File: src/rtl/uart_cmd_parser.sv
// uart_cmd_parser: parses "L<4 hex>" / "H<8 hex>" command lines from the UART
// receiver, loads the LED and hex display registers, and answers each line
// with a single status byte through a one-entry buffer and the UART transmitter.
module uart_cmd_parser #(
  parameter int unsigned CLOCK_FREQ = 100_000_000,
  parameter int unsigned TIMEOUT_MS = 10,
  parameter logic [7:0]  ACK_CHAR   = 8'h4B,
  parameter logic [7:0]  NAK_CHAR   = 8'h45,
  parameter logic [7:0]  TMO_CHAR   = 8'h54
) (
  input  logic        clock,
  input  logic        reset_n,
  input  logic [7:0]  rx_data,
  input  logic        rx_valid,
  output logic [7:0]  tx_data,
  output logic        tx_send,
  input  logic        tx_busy,
  output logic [15:0] led_value,
  output logic [31:0] hex_digits,
  output logic        led_load,
  output logic        hex_load,
  output logic [7:0]  overrun_cnt
);

  localparam int unsigned TMO_CYCLES = CLOCK_FREQ / 1000 * TIMEOUT_MS;
  localparam int unsigned TW         = $clog2(TMO_CYCLES + 1);

  typedef enum logic [1:0] {IDLE, COLLECT, FLUSH} p_state_t;
  typedef enum logic [1:0] {T_IDLE, T_GUARD, T_BUSY} t_state_t;

  p_state_t       p_state;
  t_state_t       t_state;
  logic           cmd_is_h;
  logic [31:0]    shreg;
  logic [3:0]     dig_cnt;
  logic [TW-1:0]  tmo_cnt;
  logic           buf_full;
  logic [7:0]     buf_data;

  logic           rx_is_term, rx_is_hex, rx_is_l, rx_is_h;
  logic [3:0]     rx_nib;
  logic [3:0]     need_n;
  logic           timeout_hit;
  logic           q_valid;
  logic [7:0]     q_char;
  logic           do_load;
  logic           deq;

  // Classify the incoming byte: terminator, command letter, hex digit value.
  always_comb begin
    rx_is_term = (rx_data == 8'h0D) || (rx_data == 8'h0A);
    rx_is_l    = (rx_data == 8'h4C) || (rx_data == 8'h6C);
    rx_is_h    = (rx_data == 8'h48) || (rx_data == 8'h68);
    rx_is_hex  = 1'b1;
    rx_nib     = 4'd0;
    if (rx_data >= 8'h30 && rx_data <= 8'h39)
      rx_nib = rx_data[3:0];
    else if ((rx_data >= 8'h41 && rx_data <= 8'h46) || (rx_data >= 8'h61 && rx_data <= 8'h66))
      rx_nib = rx_data[3:0] + 4'd9;
    else
      rx_is_hex = 1'b0;
  end

  // Line outcome for this cycle: response byte to queue and whether to load a target.
  always_comb begin
    need_n      = cmd_is_h ? 4'd8 : 4'd4;
    timeout_hit = (p_state != IDLE) && !rx_valid && (tmo_cnt == TW'(TMO_CYCLES - 1));
    q_valid     = 1'b0;
    q_char      = 8'h00;
    do_load     = 1'b0;
    if (timeout_hit) begin
      q_valid = 1'b1;
      q_char  = TMO_CHAR;
    end else if (rx_valid && rx_is_term) begin
      if (p_state == COLLECT) begin
        q_valid = 1'b1;
        do_load = (dig_cnt == need_n);
        q_char  = do_load ? ACK_CHAR : NAK_CHAR;
      end else if (p_state == FLUSH) begin
        q_valid = 1'b1;
        q_char  = NAK_CHAR;
      end
    end
  end

  assign deq = (t_state == T_IDLE) && buf_full && !tx_busy;

  // Parser FSM with inter-byte timeout and registered target loads.
  always_ff @(posedge clock or negedge reset_n) begin
    if (!reset_n) begin
      p_state    <= IDLE;
      cmd_is_h   <= 1'b0;
      shreg      <= 32'h0;
      dig_cnt    <= 4'd0;
      tmo_cnt    <= '0;
      led_value  <= 16'h0;
      hex_digits <= 32'h0;
      led_load   <= 1'b0;
      hex_load   <= 1'b0;
    end else begin
      led_load <= 1'b0;
      hex_load <= 1'b0;
      if (p_state == IDLE || rx_valid) tmo_cnt <= '0;
      else                             tmo_cnt <= tmo_cnt + TW'(1);

      if (timeout_hit) begin
        p_state <= IDLE;
      end else if (rx_valid) begin
        case (p_state)
          IDLE: begin
            if (rx_is_term) begin
              p_state <= IDLE;
            end else if (rx_is_l || rx_is_h) begin
              cmd_is_h <= rx_is_h;
              shreg    <= 32'h0;
              dig_cnt  <= 4'd0;
              p_state  <= COLLECT;
            end else begin
              p_state <= FLUSH;
            end
          end
          COLLECT: begin
            if (rx_is_term) begin
              p_state <= IDLE;
            end else if (rx_is_hex && dig_cnt < need_n) begin
              shreg   <= {shreg[27:0], rx_nib};
              dig_cnt <= dig_cnt + 4'd1;
            end else begin
              p_state <= FLUSH;
            end
          end
          FLUSH: begin
            if (rx_is_term) p_state <= IDLE;
          end
          default: p_state <= IDLE;
        endcase
      end

      if (do_load) begin
        if (cmd_is_h) begin
          hex_digits <= shreg;
          hex_load   <= 1'b1;
        end else begin
          led_value <= shreg[15:0];
          led_load  <= 1'b1;
        end
      end
    end
  end

  // One-entry response buffer and transmitter handshake FSM.
  always_ff @(posedge clock or negedge reset_n) begin
    if (!reset_n) begin
      t_state     <= T_IDLE;
      buf_full    <= 1'b0;
      buf_data    <= 8'h0;
      tx_data     <= 8'h0;
      tx_send     <= 1'b0;
      overrun_cnt <= 8'h0;
    end else begin
      tx_send <= 1'b0;
      case (t_state)
        T_IDLE: begin
          if (deq) begin
            tx_data <= buf_data;
            tx_send <= 1'b1;
            t_state <= T_GUARD;
          end
        end
        T_GUARD: t_state <= T_BUSY;
        T_BUSY:  if (!tx_busy) t_state <= T_IDLE;
        default: t_state <= T_IDLE;
      endcase

      // Dequeue takes effect before a same-cycle enqueue.
      if (q_valid) begin
        if (!buf_full || deq) begin
          buf_full <= 1'b1;
          buf_data <= q_char;
        end else if (overrun_cnt != 8'hFF) begin
          overrun_cnt <= overrun_cnt + 8'd1;
        end
      end else if (deq) begin
        buf_full <= 1'b0;
      end
    end
  end

endmodule
File: config.mk
export PLATFORM = sky130hd
export DESIGN_NAME = uart_cmd_parser
export DESIGN_NICKNAME = d
export VERILOG_FILES = /design/src/rtl/uart_cmd_parser.sv
export SDC_FILE = /design/constraint.sdc
export NUM_CORES = 1
export LEC_CHECK = 0
export CORE_ASPECT_RATIO = 1.4
export CORE_MARGIN = 1
export CORE_UTILIZATION = 59
export CTS_CLUSTER_DIAMETER = 150
export CTS_CLUSTER_SIZE = 16
export DETAILED_ROUTE_END_ITERATION = 12
export HOLD_SLACK_MARGIN = 0.03
export PLACE_DENSITY = 0.85
export SLEW_MARGIN = 25
export SYNTH_ARGS = -nofsm -noshare
export SYNTH_HDL_FRONTEND = slang
export SYNTH_SLANG_ARGS = --single-unit
File: constraint.sdc
create_clock -name clock -period 6 [get_ports clock]
set_clock_uncertainty 0.15 [all_clocks]
set_input_delay 1.2 -clock clock [delete_from_list [all_inputs] [get_ports clock]]
set_output_delay 1.2 -clock clock [all_outputs]
set_load 0.01 [all_outputs]
---- Word-level counts from Yosys, hierarchy flattened ----
Index checks and enable logic that the tools add are counted.
word-level totals
  bits in registers ....................... 137
  input bits .............................. 12
  output and inout port bits .............. 67
  word-level logic and storage cells ...... 135
cells by class
  add/subtract/negate cells ............... 4
  order comparisons ....................... 7
  equality and inequality tests ........... 22
  muxes and demuxes ....................... 48
  bitwise gates (word level) .............. 4
  reduce and logical (&&, ||, !) cells .... 35
operators by type and width
  cell                                                  number
  2-to-1 mux 32 bit                                     4
  one-hot mux 32 bit (2 select lines)                   1
  == test 8 x 7 -> 1 bit (second input constant)        4
  2-to-1 mux 4 bit                                      8
  2-to-1 mux 7 bit                                      4
  adder 20 x 1 -> 20 bit (second input constant)        1
  == test 20 bit (second input constant)                1
  2-to-1 mux 20 bit                                     1
  2-to-1 mux 1 bit                                      18
  2-to-1 mux 2 bit                                      9
  == test 8 x 4 -> 1 bit (second input constant)        2
  >= comparator 8 x 7 -> 1 bit (second input constant)  2
  <= comparator 8 x 7 -> 1 bit (second input constant)  2
  one-hot mux 2 bit (3 select lines)                    2
  AND reduction 2 bit                                   6
  logical AND 1 bit                                     9
  adder 8 x 1 -> 8 bit (second input constant)          1
  >= comparator 8 x 6 -> 1 bit (second input constant)  1
  <= comparator 8 x 6 -> 1 bit (second input constant)  1
  != test 2 bit (second input constant)                 4
  != test 8 bit (second input constant)                 1
  one-hot mux 4 bit (2 select lines)                    1
  nonzero test 2 bit                                    4
  logical OR 1 bit                                      7
  other kinds (15)                                      26

---- Longest topological paths before layout ----
  word-level depth ........................ 11
  depth in mapped cells ................... 10
  mapped depth without buffers ............ 7

---- Least setup slack after synthesis ----
OpenSTA, ideal clock, no wires.
  kind .................................... input to register
  start point ............................. input port rx_data[0]
  end point ............................... register p_state[1]
  library setup time ...................... 0.125 ns
  arrival ................................. 2.853 ns
  data required time ...................... 5.725 ns
  setup slack ............................. 2.872 ns
  cell stages on the path ................. 8
  path buffers ............................ 1
  cells stage by stage .................... inv_1 > ha_1 > or3b_2 > a41oi_1 > nor2b_1 > buf_2 > a31oi_1 > mux2_2
between the ends
  cells in the longest elaborated chain, start to end .. 8
  elaborated cells between the ends (all ways) .. 32
  classes of those cells .................. order compare: 6; eq/ne: 8; mux: 8; reduce/logical: 10
ends and longest elaborated chain
  element                                                                          RTL line  RTL
  from (decl)                                                                      13        input logic [7:0] rx_data,
  >= comparator 8 x 7 -> 1 bit, or another cell as far along                       58        else if ((rx_data >= 8'h41 && rx_data <= 8'h46) || (rx_data >= 8'h61 && rx_data <= 8'h66))
  logical AND 1 bit, or another cell as far along                                  58
  logical OR 1 bit, on equally long branches                                       58, 113
  2-to-1 mux 1 bit / 2-to-1 mux 2 bit (equally long branches)                      58, 113
  2-to-1 mux 1 bit / 2-to-1 mux 2 bit (equally long branches)                      56, 111
  logical AND 1 bit / one-hot mux 2 bit (3 select lines) (equally long branches)   125, 109
  != test 4 bit (no source line) / 2-to-1 mux 2 bit (equally long branches)        n/a
  AND reduction 3 bit (no source line) / 2-to-1 mux 2 bit (equally long branches)  n/a
  to (signal assigned)                                                             124       p_state <= IDLE;
  to (signal assigned)                                                             129       p_state <= FLUSH;
  to (signal assigned)                                                             133       if (rx_is_term) p_state <= IDLE;
  to (decl)                                                                        31        p_state_t p_state;
Several ways; a longest one is shown, not always the timed one. The select of a mux whose other input is x is not followed.
A chain may end at the register's enable or synchronous reset.

---- Final worst setup path ----
  start point ............................. input port rx_data[1]
  end point ............................... register dig_cnt[3]
between the ends
  cells in the longest elaborated chain, start to end .. 8
  elaborated cells between the ends (all ways) .. 28
  classes of those cells .................. order compare: 6; eq/ne: 10; mux: 2; reduce/logical: 10
ends and longest elaborated chain
  element                                                                              RTL line  RTL
  >= comparator 8 x 7 -> 1 bit / <= comparator 8 x 7 -> 1 bit (equally long branches)  58
  logical AND 1 bit                                                                    58
  logical OR 1 bit                                                                     58
  2-to-1 mux 1 bit                                                                     58
  2-to-1 mux 1 bit                                                                     56        if (rx_data >= 8'h30 && rx_data <= 8'h39)
  logical AND 1 bit                                                                    125       end else if (rx_is_hex && dig_cnt < need_n) begin
  != test 2 x 1 -> 1 bit (no source line)                                              n/a
  AND reduction 7 bit (no source line) *                                               n/a
  to (signal assigned)                                                                 127       dig_cnt <= dig_cnt + 4'd1;
  to (decl)                                                                            35        logic [3:0] dig_cnt;
Mark *: on every way between the ends. The rest lies on a longest branch, timed or not.

==> results.md <==
- Status: complete, no violations
- Fin crit period: around 4200 ps
- CTS Buf Count: 17
- Iter 0 DRT Violations: 330
- GRT overflow: 0
- Final Hold Vio Count: 0
- Crit end category: register
- ANT cells: 0
- TritonRoute pass-1 iters: 5
- GP Congestion: 0.810
- Worst Path Arrival: 4380 ps
- Wirelength per Cell: 17.6 um
- Initial antenna violation count: 0
- Post-route DRC violation count: 0
- Fin Setup TNS: 0 ps
- I/O pins: between 70 and 80
- Port Buffer Count: 76
- H-tree level count: 4
- LEAKAGE: 3.30 nW
- Hold wc startpoint: buf_data[6]
- Chip width: 86.3 um
- Via count: 4357
- Setup violations, final: 0
- Post-synth ARST share: 100%
- Total GRT Usage: between 20% and 30%
- Core area: 0.00956 mm2
- #FFs+latches synth: 131
- Reg-to-Reg Start: cmd_is_h
- WS Path Type: input pin to register
- Unique masters post-synth: 54
- Seq/Total Area, Yosys: 55.8%
- Predominant post-synthesis flop cell: dfrtp_1
- Vias in the first global route: roughly 4400
- Mapped Cells: 516
- Max Fclk: 238 MHz
- Wirelength, routed: 12.9 mm
- Critical path fanouts, max: 31
- Nets: a little over 600
- Die footprint: 0.0104 mm2
- Crit share post-route: between 70% and 80%
- Synth area leaders: dfrtp_1, mux2_2, nand3_1
- CP startpoint: rx_data[1]
- Yosys top cell area share: a little under three fifths
- Cts repair resizes: 0
- Worst min-delay path class: register to register
- Power per cell area: 277 mW/mm2
- CTS Sinks: 131
- Max VDD drop: 249 uV
- Setup Buffers After CTS: 0
- Synthesized area: slightly below 0.006 mm2
- Design Power: a little over 2 mW
- Syn Area/Cell: 11.4 um2
- Clock-pin slew on the worst setup and hold paths: 60 ps
- Worst slew margin: 32.7%
- Antenna-violating nets left: 0
- Clk_lat worst skew: ~420 ps
- Final slew viol count: 0
- Root buffer cell: clkbuf_16
- DR vias/cell: 5.96
- Share of layout cells above drive strength 1: 17.5%
- Required @ worst endpoint: roughly 6200 ps
- Hold buffer count at CTS: 0
- Number of synthesized flops with an enable pin: 0
- Crit start category: input pin
- Area leader, netlist: dfrtp_1
- First-pass GRT wire length: 21.5 mm
- Die H: approximately 120 um
- Total of max-cap violations: 0
- Slew @ Worst Pin: 1010 ps
- Rows: 42
- Initial Utilization: around three fifths
- CTS max path bufs: 2
- Ys Warns: 0
- Largest net degree at the start of global routing: 76
- Area Overhead vs Synth: 23.9%
- RSZ-0062 raised after global routing: no
- Hpwl dp: between 8 and 9 mm
- CTS tree: done
## sequential cells by signal, summed over array words and instances, names as in the netlist
register and cells:
p_state 2, t_state 2, tx_data 5, shreg 32, hex_digits 32, tmo_cnt 20, overrun_cnt 8, cmd_is_h 1
buf_full 1, tx_send 1, led_value 16, led_load 1, hex_load 1, buf_data 5, dig_cnt 4
## per-stage QoR
step	instance area, um2	setup slack (ps)	util, %	std cells	hold slack, ps
floorplan	5870	2870	-	517	283
global placement	6690	1560	70.0	699	305
detailed placement	6690	1370	70.0	699	308
CTS	7260	1770	75.9	731	321
global route	7270	1520	76.0	731	341
finish	7270	1800	76.0	731	314
## final timing paths
check	endpoint	slack (ps)	depth (start not counted)
min in group asynchronous	tx_data[0]	650	1
setup / recovery	dig_cnt[3]	1800	8
hold / removal	buf_data[6]	310	1
setup reg to reg	dig_cnt[3]	2680	7
max in group asynchronous	hex_digits[19]	3910	2
hold reg to reg	buf_data[6]	310	1
## synthesized netlist by cell type (all sizes together) (4+ instances only)
library cell  instances
o21ai                41
nand2                24
nand4                 8
xnor2                 6
clkbuf               16
and2                  5
nor2                 32
nor3                  4
and4                  6
nor4                  4
buf                  13
a21oi                34
dfrtp               131
ha                   13
xor2                 19
mux2                 57
nand3                47
inv                  15
## layout make-up
cell class	count	area, um2
well taps	132	165
clock inverters	10	109
multi-input cells	342	2430
repair buffers	79	785
flip-flops and latches	131	3280
fillers	607	2290
clock buffers	22	454
inverters	15	56.3
## report_power, final
group	switching, mW	internal (mW)	leakage, nW	total, mW
sequential	0.0109	0.897	1.82	0.908
clock	0.367	0.618	0.274	0.986
combinational	0.0806	0.0432	1.21	0.124
total	0.459	1.56	3.30	2.02
## worst max-delay path: stages
cell and delay, ps:
clkdlybuf4s50_1 540, inv_1 90, ha_1 220, mux2_2 300, a311oi_1 320, nand3b_1 750
or4_1 770, a21oi_1 200
## cells by family (layout without fill, tap and decap cells)
family	Yosys count	after routing	share of synthesized area (%)
simple gates	151	151	14.1
other cells	1	2	0.0639
fa+ha+maj	13	13	2.77
compound gates	91	91	8.67
mux	60	60	11.4
buf+inv	44	126	3.22
xor+xnor	25	25	3.86
flops	131	131	55.8
## routing by layer
layer | GRT usage [%] | share of wire, % | routed length [um]
met1 | 33.3 | 40 | 5100
met2 | 46.6 | 54 | 6960
met3 | 6.81 | 4.3 | 553
met4 | 8.23 | 1.8 | 235
met5 | 0 | 0 | 0
## cells in the final DEF, fill, tap and decap left out, types with 6 or more instances in the layout
master	netlist	layout
dfrtp_1	131	131
clkdlybuf4s50_1	0	75
mux2_2	57	57
nand3_1	47	47
o21ai_0	40	39
a21oi_1	33	33
nor2_1	30	30
nand2_1	24	24
xor2_1	19	19
clkbuf_16	0	17
inv_1	15	15
ha_1	13	13
nand4_1	8	8
and4_1	6	6
Power figures use the tool's default switching activity.
